### src/rtl/dmem_arb_pkg.sv
`default_nettype none
// +----------------------------------------------------------------------------+
// | Module   : dmem_arb_pkg                                                    |
// | Purpose  : Shared definitions for the data-memory arbiter: owner-state     |
// |            encoding, starvation-limit default and counter width.           |
// | Ports    : none (package)                                                  |
// | Config   : DMEM_ARB_STARVE_GUARD_EN selects the starvation guard in the    |
// |            arbiter; this package is identical in both builds.              |
// | Revision : 1.0  initial release                                            |
// +----------------------------------------------------------------------------+
package dmem_arb_pkg;

  // Who drives the data-memory bus this cycle. OWN_CPU is the parking state.
  typedef enum logic [0:0] {
    OWN_CPU = 1'b0,
    OWN_DMA = 1'b1
  } owner_e;

  // Consecutive denied DMA cycles before the DMA is forced onto the bus.
  localparam int unsigned STARVE_MAX_DEFAULT = 4;

  // Enough bits to hold the largest legal STARVE_MAX (15).
  localparam int unsigned STARVE_CNT_W = 4;

endpackage
`default_nettype wire

### src/rtl/dmem_arb_starve_cnt.sv
`default_nettype none
// +----------------------------------------------------------------------------+
// | Module   : dmem_arb_starve_cnt                                             |
// | Purpose  : Counts consecutive cycles in which a pending DMA request was    |
// |            refused in favour of the CPU, and flags when the DMA must win.  |
// | Ports    : clk, rst        clock / asynchronous active-high reset          |
// |            dma_wait   in   DMA requesting, CPU owns bus, no handover       |
// |            clear      in   DMA handed the bus, or DMA request withdrawn    |
// |            limit      out  this cycle is the STARVE_MAX-th refused cycle   |
// | Config   : instantiated by dmem_arbiter only under                         |
// |            DMEM_ARB_STARVE_GUARD_EN.                                       |
// | Revision : 1.0  initial release                                            |
// +----------------------------------------------------------------------------+
module dmem_arb_starve_cnt
  import dmem_arb_pkg::*;
#(
  parameter int unsigned STARVE_MAX = STARVE_MAX_DEFAULT
) (
  input  logic clk,
  input  logic rst,
  input  logic dma_wait,
  input  logic clear,
  output logic limit
);

  localparam logic [STARVE_CNT_W-1:0] CNT_MAX   = STARVE_CNT_W'(STARVE_MAX);
  localparam logic [STARVE_CNT_W:0]   CNT_MAX_X = (STARVE_CNT_W + 1)'(STARVE_MAX);

  logic [STARVE_CNT_W-1:0] cnt_q;
  logic [STARVE_CNT_W-1:0] cnt_d;
  logic [STARVE_CNT_W:0]   cnt_incl;

  // cnt_q holds the refusals seen before this cycle; counting the present
  // cycle too tells us whether this one would be the STARVE_MAX-th refusal,
  // in which case the arbiter hands over instead of refusing again.
  assign cnt_incl = {1'b0, cnt_q} + 1'b1;
  assign limit    = (cnt_incl >= CNT_MAX_X);

  always_comb begin
    cnt_d = cnt_q;
    if (clear) begin
      cnt_d = '0;
    end else if (dma_wait && (cnt_q != CNT_MAX)) begin
      cnt_d = cnt_q + 1'b1;
    end
  end

  always_ff @(posedge clk or posedge rst) begin
    if (rst) begin
      cnt_q <= '0;
    end else begin
      cnt_q <= cnt_d;
    end
  end

endmodule
`default_nettype wire

### src/rtl/dmem_arbiter.sv
`default_nettype none
// +----------------------------------------------------------------------------+
// | Module   : dmem_arbiter                                                    |
// | Purpose  : Shares the single-port data memory between the CPU load/store  |
// |            path and a DMA/debug word port. CPU has zero added latency;     |
// |            a DMA grant costs the CPU at most one stall cycle.              |
// | Ports    : clk, rst                  clock / async active-high reset       |
// |            cpu_req/we/addr/wdata in  CPU access request                    |
// |            cpu_rdata            out  mem_rdata pass-through                |
// |            cpu_stall            out  CPU must hold this cycle              |
// |            dma_req/we/addr/wdata in  DMA beat, held until dma_ack          |
// |            dma_rdata            out  registered DMA read data              |
// |            dma_ack              out  DMA beat performed this cycle         |
// |            mem_we/addr/wdata    out  data-memory write port                |
// |            mem_rdata            in   data-memory combinational read data   |
// | Config   : `define DMEM_ARB_STARVE_GUARD_EN to force a DMA grant after     |
// |            STARVE_MAX refused cycles; otherwise strict CPU priority.       |
// | Revision : 1.0  initial release                                            |
// +----------------------------------------------------------------------------+
module dmem_arbiter
  import dmem_arb_pkg::*;
#(
  parameter int unsigned STARVE_MAX = STARVE_MAX_DEFAULT
) (
  input  logic        clk,
  input  logic        rst,
  input  logic        cpu_req,
  input  logic        cpu_we,
  input  logic [31:0] cpu_addr,
  input  logic [31:0] cpu_wdata,
  output logic [31:0] cpu_rdata,
  output logic        cpu_stall,
  input  logic        dma_req,
  input  logic        dma_we,
  input  logic [31:0] dma_addr,
  input  logic [31:0] dma_wdata,
  output logic [31:0] dma_rdata,
  output logic        dma_ack,
  output logic        mem_we,
  output logic [31:0] mem_addr,
  output logic [31:0] mem_wdata,
  input  logic [31:0] mem_rdata
);

  owner_e      owner_q;
  owner_e      owner_d;
  logic [31:0] dma_rdata_q;
  logic [31:0] dma_rdata_d;
  logic        starve_limit;

`ifdef DMEM_ARB_STARVE_GUARD_EN
  logic starve_wait;
  logic starve_clear;

  // A refused cycle is one where the DMA asks, the CPU owns the bus and keeps it.
  assign starve_wait  = (owner_q == OWN_CPU) && dma_req && (owner_d == OWN_CPU);
  assign starve_clear = !dma_req || (owner_d == OWN_DMA);

  dmem_arb_starve_cnt #(
    .STARVE_MAX (STARVE_MAX)
  ) u_starve_cnt (
    .clk      (clk),
    .rst      (rst),
    .dma_wait (starve_wait),
    .clear    (starve_clear),
    .limit    (starve_limit)
  );
`else
  // Strict CPU priority: the DMA only gets in on cycles the CPU leaves idle.
  // STARVE_MAX has no effect in this build.
  logic [31:0] unused_starve_max;
  assign unused_starve_max = STARVE_MAX;
  assign starve_limit      = 1'b0;
`endif

  assign cpu_rdata = mem_rdata;
  assign dma_rdata = dma_rdata_q;

  always_comb begin
    owner_d     = OWN_CPU;
    mem_addr    = cpu_addr;
    mem_wdata   = cpu_wdata;
    mem_we      = cpu_req & cpu_we;
    cpu_stall   = 1'b0;
    dma_ack     = 1'b0;
    dma_rdata_d = dma_rdata_q;

    case (owner_q)
      OWN_CPU: begin
        if (dma_req && (!cpu_req || starve_limit)) begin
          owner_d = OWN_DMA;
        end
      end
      OWN_DMA: begin
        // The CPU bus is ignored entirely here, so a CPU store cannot leak.
        mem_addr  = dma_addr;
        mem_wdata = dma_wdata;
        mem_we    = dma_req & dma_we;
        cpu_stall = cpu_req;
        dma_ack   = dma_req;
        // Stay only while the CPU is quiet; any CPU request wins the next cycle.
        if (dma_req && !cpu_req) begin
          owner_d = OWN_DMA;
        end
      end
      default: begin
        owner_d = OWN_CPU;
      end
    endcase

    // Reset takes the write strobe and handshakes down without waiting for
    // the state register, so an in-flight beat never reaches memory.
    if (rst) begin
      mem_we    = 1'b0;
      cpu_stall = 1'b0;
      dma_ack   = 1'b0;
    end

    if (dma_ack && !dma_we) begin
      dma_rdata_d = mem_rdata;
    end
  end

  always_ff @(posedge clk or posedge rst) begin
    if (rst) begin
      owner_q     <= OWN_CPU;
      dma_rdata_q <= '0;
    end else begin
      owner_q     <= owner_d;
      dma_rdata_q <= dma_rdata_d;
    end
  end

endmodule
`default_nettype wire

### config.mk
export PLATFORM = sky130hd
export DESIGN_NAME = dmem_arbiter
export DESIGN_NICKNAME = d
export VERILOG_FILES = /design/src/rtl/dmem_arb_pkg.sv /design/src/rtl/dmem_arb_starve_cnt.sv /design/src/rtl/dmem_arbiter.sv
export SDC_FILE = /design/constraint.sdc
export NUM_CORES = 1
export LEC_CHECK = 0
export CORE_AREA = 2 2 116 118
export CTS_BUF_LIST = sky130_fd_sc_hd__clkbuf_16
export DETAILED_ROUTE_END_ITERATION = 8
export DIE_AREA = 0 0 118 120
export PLACE_DENSITY_LB_ADDON = 0.3
export SLEW_MARGIN = 30
export SYNTH_ARGS = -nofsm -noshare
export SYNTH_HDL_FRONTEND = slang
export SYNTH_SLANG_ARGS = --single-unit
### constraint.sdc
create_clock -name clk -period 2 [get_ports clk]
set_input_delay 0.4 -clock clk [delete_from_list [all_inputs] [get_ports clk]]
set_output_delay 0.4 -clock clk [all_outputs]
set_load 0.03 [all_outputs]
Word-level counts from Yosys, hierarchy flattened:

Index checks and enable logic that the tools add are counted.

* bits in registers: 33
* input bits: 166
* output and inout bits: 131
* word-level logic and storage cells: 17

* mux-type cells: 9
* bitwise gates (word level): 2
* reduce and logical (&&, ||, !) cells: 4

Operators by type and width (count)
* $mux W32: 2
* $mux W1: 7
* $and A1 B1 Y1: 2
* $logic_and A1 B1 Y1: 2
* $logic_not A1 Y1: 2

Longest topological paths before layout:

* depth after elaboration: 3
* mapped depth: 5
* mapped depth without buffers: 2

Least setup slack after synthesis:

OpenSTA, ideal clock, no wires.

* path type: input port to output port
* from: input port rst
* to: output port cpu_stall
* data arrival time: 1.576 ns
* required time: 1.600 ns
* slack: 0.024 ns
* stages on the path: 2
* buffers on the path: 0
* cells stage by stage: inv_1 -> and3_1

* longest elaborated chain between the ends: 1

Ends and longest elaborated chain
* from (decl): RTL line dmem_arbiter.sv:26 `input logic rst,`
* $mux W1: RTL line dmem_arbiter.sv:113 `if (rst) begin`
* to (decl): RTL line dmem_arbiter.sv:32 `output logic cpu_stall,`

No other way between the ends.

Final worst setup path:

* from: input port mem_rdata[15]
* to: output port cpu_rdata[15]

RTL lines
* from (decl): RTL line dmem_arbiter.sv:42 `input logic [31:0] mem_rdata`
* to (decl): RTL line dmem_arbiter.sv:31 `output logic [31:0] cpu_rdata,`

No word-level cell between the ends.

==> results by group <==
Timing
  – RSZ-0062 raised after global routing: no
  – Final Hold Fails: 0
  – Sum Neg Setup Slack: 0 ns
  – Slew @ Worst Pin: 0.4329 ns
  – Worst slew margin: 71.14%
  – Period utilization: 98.83%
  – Final min period: 1.977 ns
  – Fmax: 0.5059 GHz
  – Pins Over Slew Limit: 0
  – Final setup vio count: 0
  – Worst Skew: 0.006991 ns

Synthesis
  – Mapped cell area: 2290 um2
  – Synthesized net count: 347
  – Synth cell types: 13
  – Avg Inst Size Synth: 12.65 um2
  – Post-Synthesis Cells: 181
  – EDFF count, synth: 0
  – Main synth FF type: dfrtp_1
  – Synth async-reset ratio: 100.0%
  – Synthesis Warnings: 0
  – Seq/Total Area, Yosys: 36.07%
  – Synthesized flop and latch total: 33

Clock network
  – Clk sink count: 33
  – Clock root buffer: clkbuf_16
  – Reg clk slew, reported paths: 0.05 ns
  – CTS Buffer Depth: 2
  – CTS tree: built
  – Clk_lat worst skew: 0.27 ns
  – Hold_buf cts: 0
  – CTS HTree Levels: 2
  – TritonCTS Buffers: 5

Hold path
  – Min-Delay Path Class: register to register
  – Hold Path Stages: 1

Worst setup path
  – Worst Path Buf+Inv: 2
  – CP Cell Sequence: clkdlybuf4s50_1 -> clkdlybuf4s50_1
  – CP Class: input pin to output pin
  – Crit-path max FO: 2
  – Crit path largest cell delay: 0.68 ns
  – Crit path launch type: input pin
  – Critical Path RT: 1.60 ns
  – Top cell by count, worst path: clkdlybuf4s50_1
  – Worst path depth: 2
  – CP arrival: 1.58 ns
  – Cell depth of the worst flop-to-flop path: 4
  – CP max-delay cell: clkdlybuf4s50_1
  – Crit end category: output pin
  – Crit path max-delay family: buffers and inverters

Routing
  – Initial DRT Pass Iterations: 4
  – DRC violations left: 0
  – Via density: 3.897
  – Met1 WL: 3.464 mm
  – Top sig layer: met4
  – Vias: 2428
  – Final WL: 9.304 mm
  – Initial DRC count: 75
  – Final ANT Viol Nets: 0
  – Routed len/inst: 14.93 um
  – Met2 Routed Length: 4.730 mm
  – Met3 routed WL: 941 um

Power and ir drop
  – Static leakage: 2.222 nW
  – VDD IR max: 0.0004682 V
  – Tot Pwr: 3.556 mW
  – Comb pwr share: 51.7%
  – Power per cell area: 658.2 nW/um2
  – Psw: 1.219 mW
  – Seq pwr share: 24.9%
  – Internal: 2.337 mW
  – Clock share of power: 23.5%
  – Switching Fraction: 34.29%

Global route
  – Antenna violations before repair: 0
  – First-pass GRT wire length: 13.58 mm
  – Largest net degree at the start of global routing: 48
  – Number of global-route vias before repair: 2419
  – GRT Overall Usage: 12.36%
  – Global route overflow: 0

Place
  – Port bufs: 296
  – Detailed placer's ending HPWL: 8.091 mm
  – RD Place Congestion: 0.8760

Floorplan
  – Core area: 12980 um2
  – Row count: 42
  – Total die area: 14160 um2
  – Chip Width: 118 um
  – Initial Util: 17.64%
  – Ports: 297
  – Die H: 120 um

Final layout
  – Area Growth Syn to Fin: 136.0%
  – Fraction of layout instances using a drive strength above 1: 34.00%
  – # nets final: 612
  – Most common cell after layout, fill and taps aside: clkdlybuf4s50_1
  – Most frequent cells in the layout: clkdlybuf4s50_1 (225), mux2_2 (66), buf_4 (60)
  – Ant. Diodes: 0

Run status
  – Status: finished clean

Job
  – Max-cap violations: 0
-- metrics by stage --
| step | utilization [%] | setup WS (ns) | std cells | hold slack (ns) | instance area (um2) |
|---|---|---|---|---|---|
| after floorplan | - | 0.02379 | 181 | 0.4656 | 2290 |
| after detailed placement | 40.34 | 0.01042 | 615 | 0.4738 | 5236 |
| after global placement | 40.34 | 0.009243 | 615 | 0.4680 | 5236 |
| after CTS | 41.62 | 0.01042 | 623 | 0.4864 | 5403 |
| after global routing | 41.62 | 0.0004344 | 623 | 0.4964 | 5403 |
| final | 41.62 | 0.02337 | 623 | 0.4800 | 5403 |
-- state kept, by name, indices dropped and copies added, names as in the netlist --
register and cells:
owner_q 1, dma_rdata 32
-- power groups by stage --
stage | clock, mW | sequential [mW] | combinational [mW]
floorplan | 0 | 1.20 | 0.602
global placement | 0 | 0.897 | 1.84
detailed placement | 0 | 0.898 | 1.85
CTS | 0.869 | 0.887 | 1.86
global route | 0.903 | 0.906 | 1.92
finish | 0.834 | 0.885 | 1.84
-- cell families (layout without fill, tap and decap cells) --
group                  count (synthesis)  after routing  synth area share [%]
buffers and inverters                 45            311                 14.70
flip-flops                            33             33                 36.07
multiplexers                          96             96                 47.21
AND/OR/NAND/NOR                        6              6                 1.803
AO/OA/AOI/OAI                          1              1                0.2184
-- what timing repair did --
item / in CTS / in global routing
setup buffers: 0 / 0
hold endpoints to repair: 0 / 0
setup endpoints to repair: 1 / 0
resized for setup: 1 / 0
-- cells in the mapped netlist (2+ instances only) --
master    n  area (um2)
mux2_2   66       743.2
buf_4    33       247.7
dfrtp_1  33       825.8
mux2_1   30       337.8
buf_2     8       40.04
buf_8     3       45.04
and3_1    2       12.51
-- final timing paths --
| path | from | to | slack [ns] |
|---|---|---|---|
| min in group asynchronous | rst | owner_q | 0.79 |
| worst min register to register | dma_rdata[29] | dma_rdata[29] | 0.48 |
| worst max register to register | owner_q | dma_rdata[0] | 0.41 |
| worst max-delay path | mem_rdata[15] | cpu_rdata[15] | 0.02 |
| worst min-delay path | dma_rdata[29] | dma_rdata[29] | 0.48 |
| max in group asynchronous | rst | dma_rdata[1] | 0.87 |
-- final cells by class --
cell class	count	area (um2)
clock inverter	3	37.54
fill	1282	7577
tap	176	220.2
sequential	33	827.0
clock buffer	5	125.1
multi-input combinational	103	1146
inverter	1	3.754
timing repair buffer	302	3043
-- routing by layer --
metal  global-route usage [%]  vias up
met5                        0        -
met4                    3.614        0
met3                    4.563       10
met2                    22.06      151
met1                    13.73     1123
li1                         -     1144
Note: power is estimated with default switching activity, not from simulation.
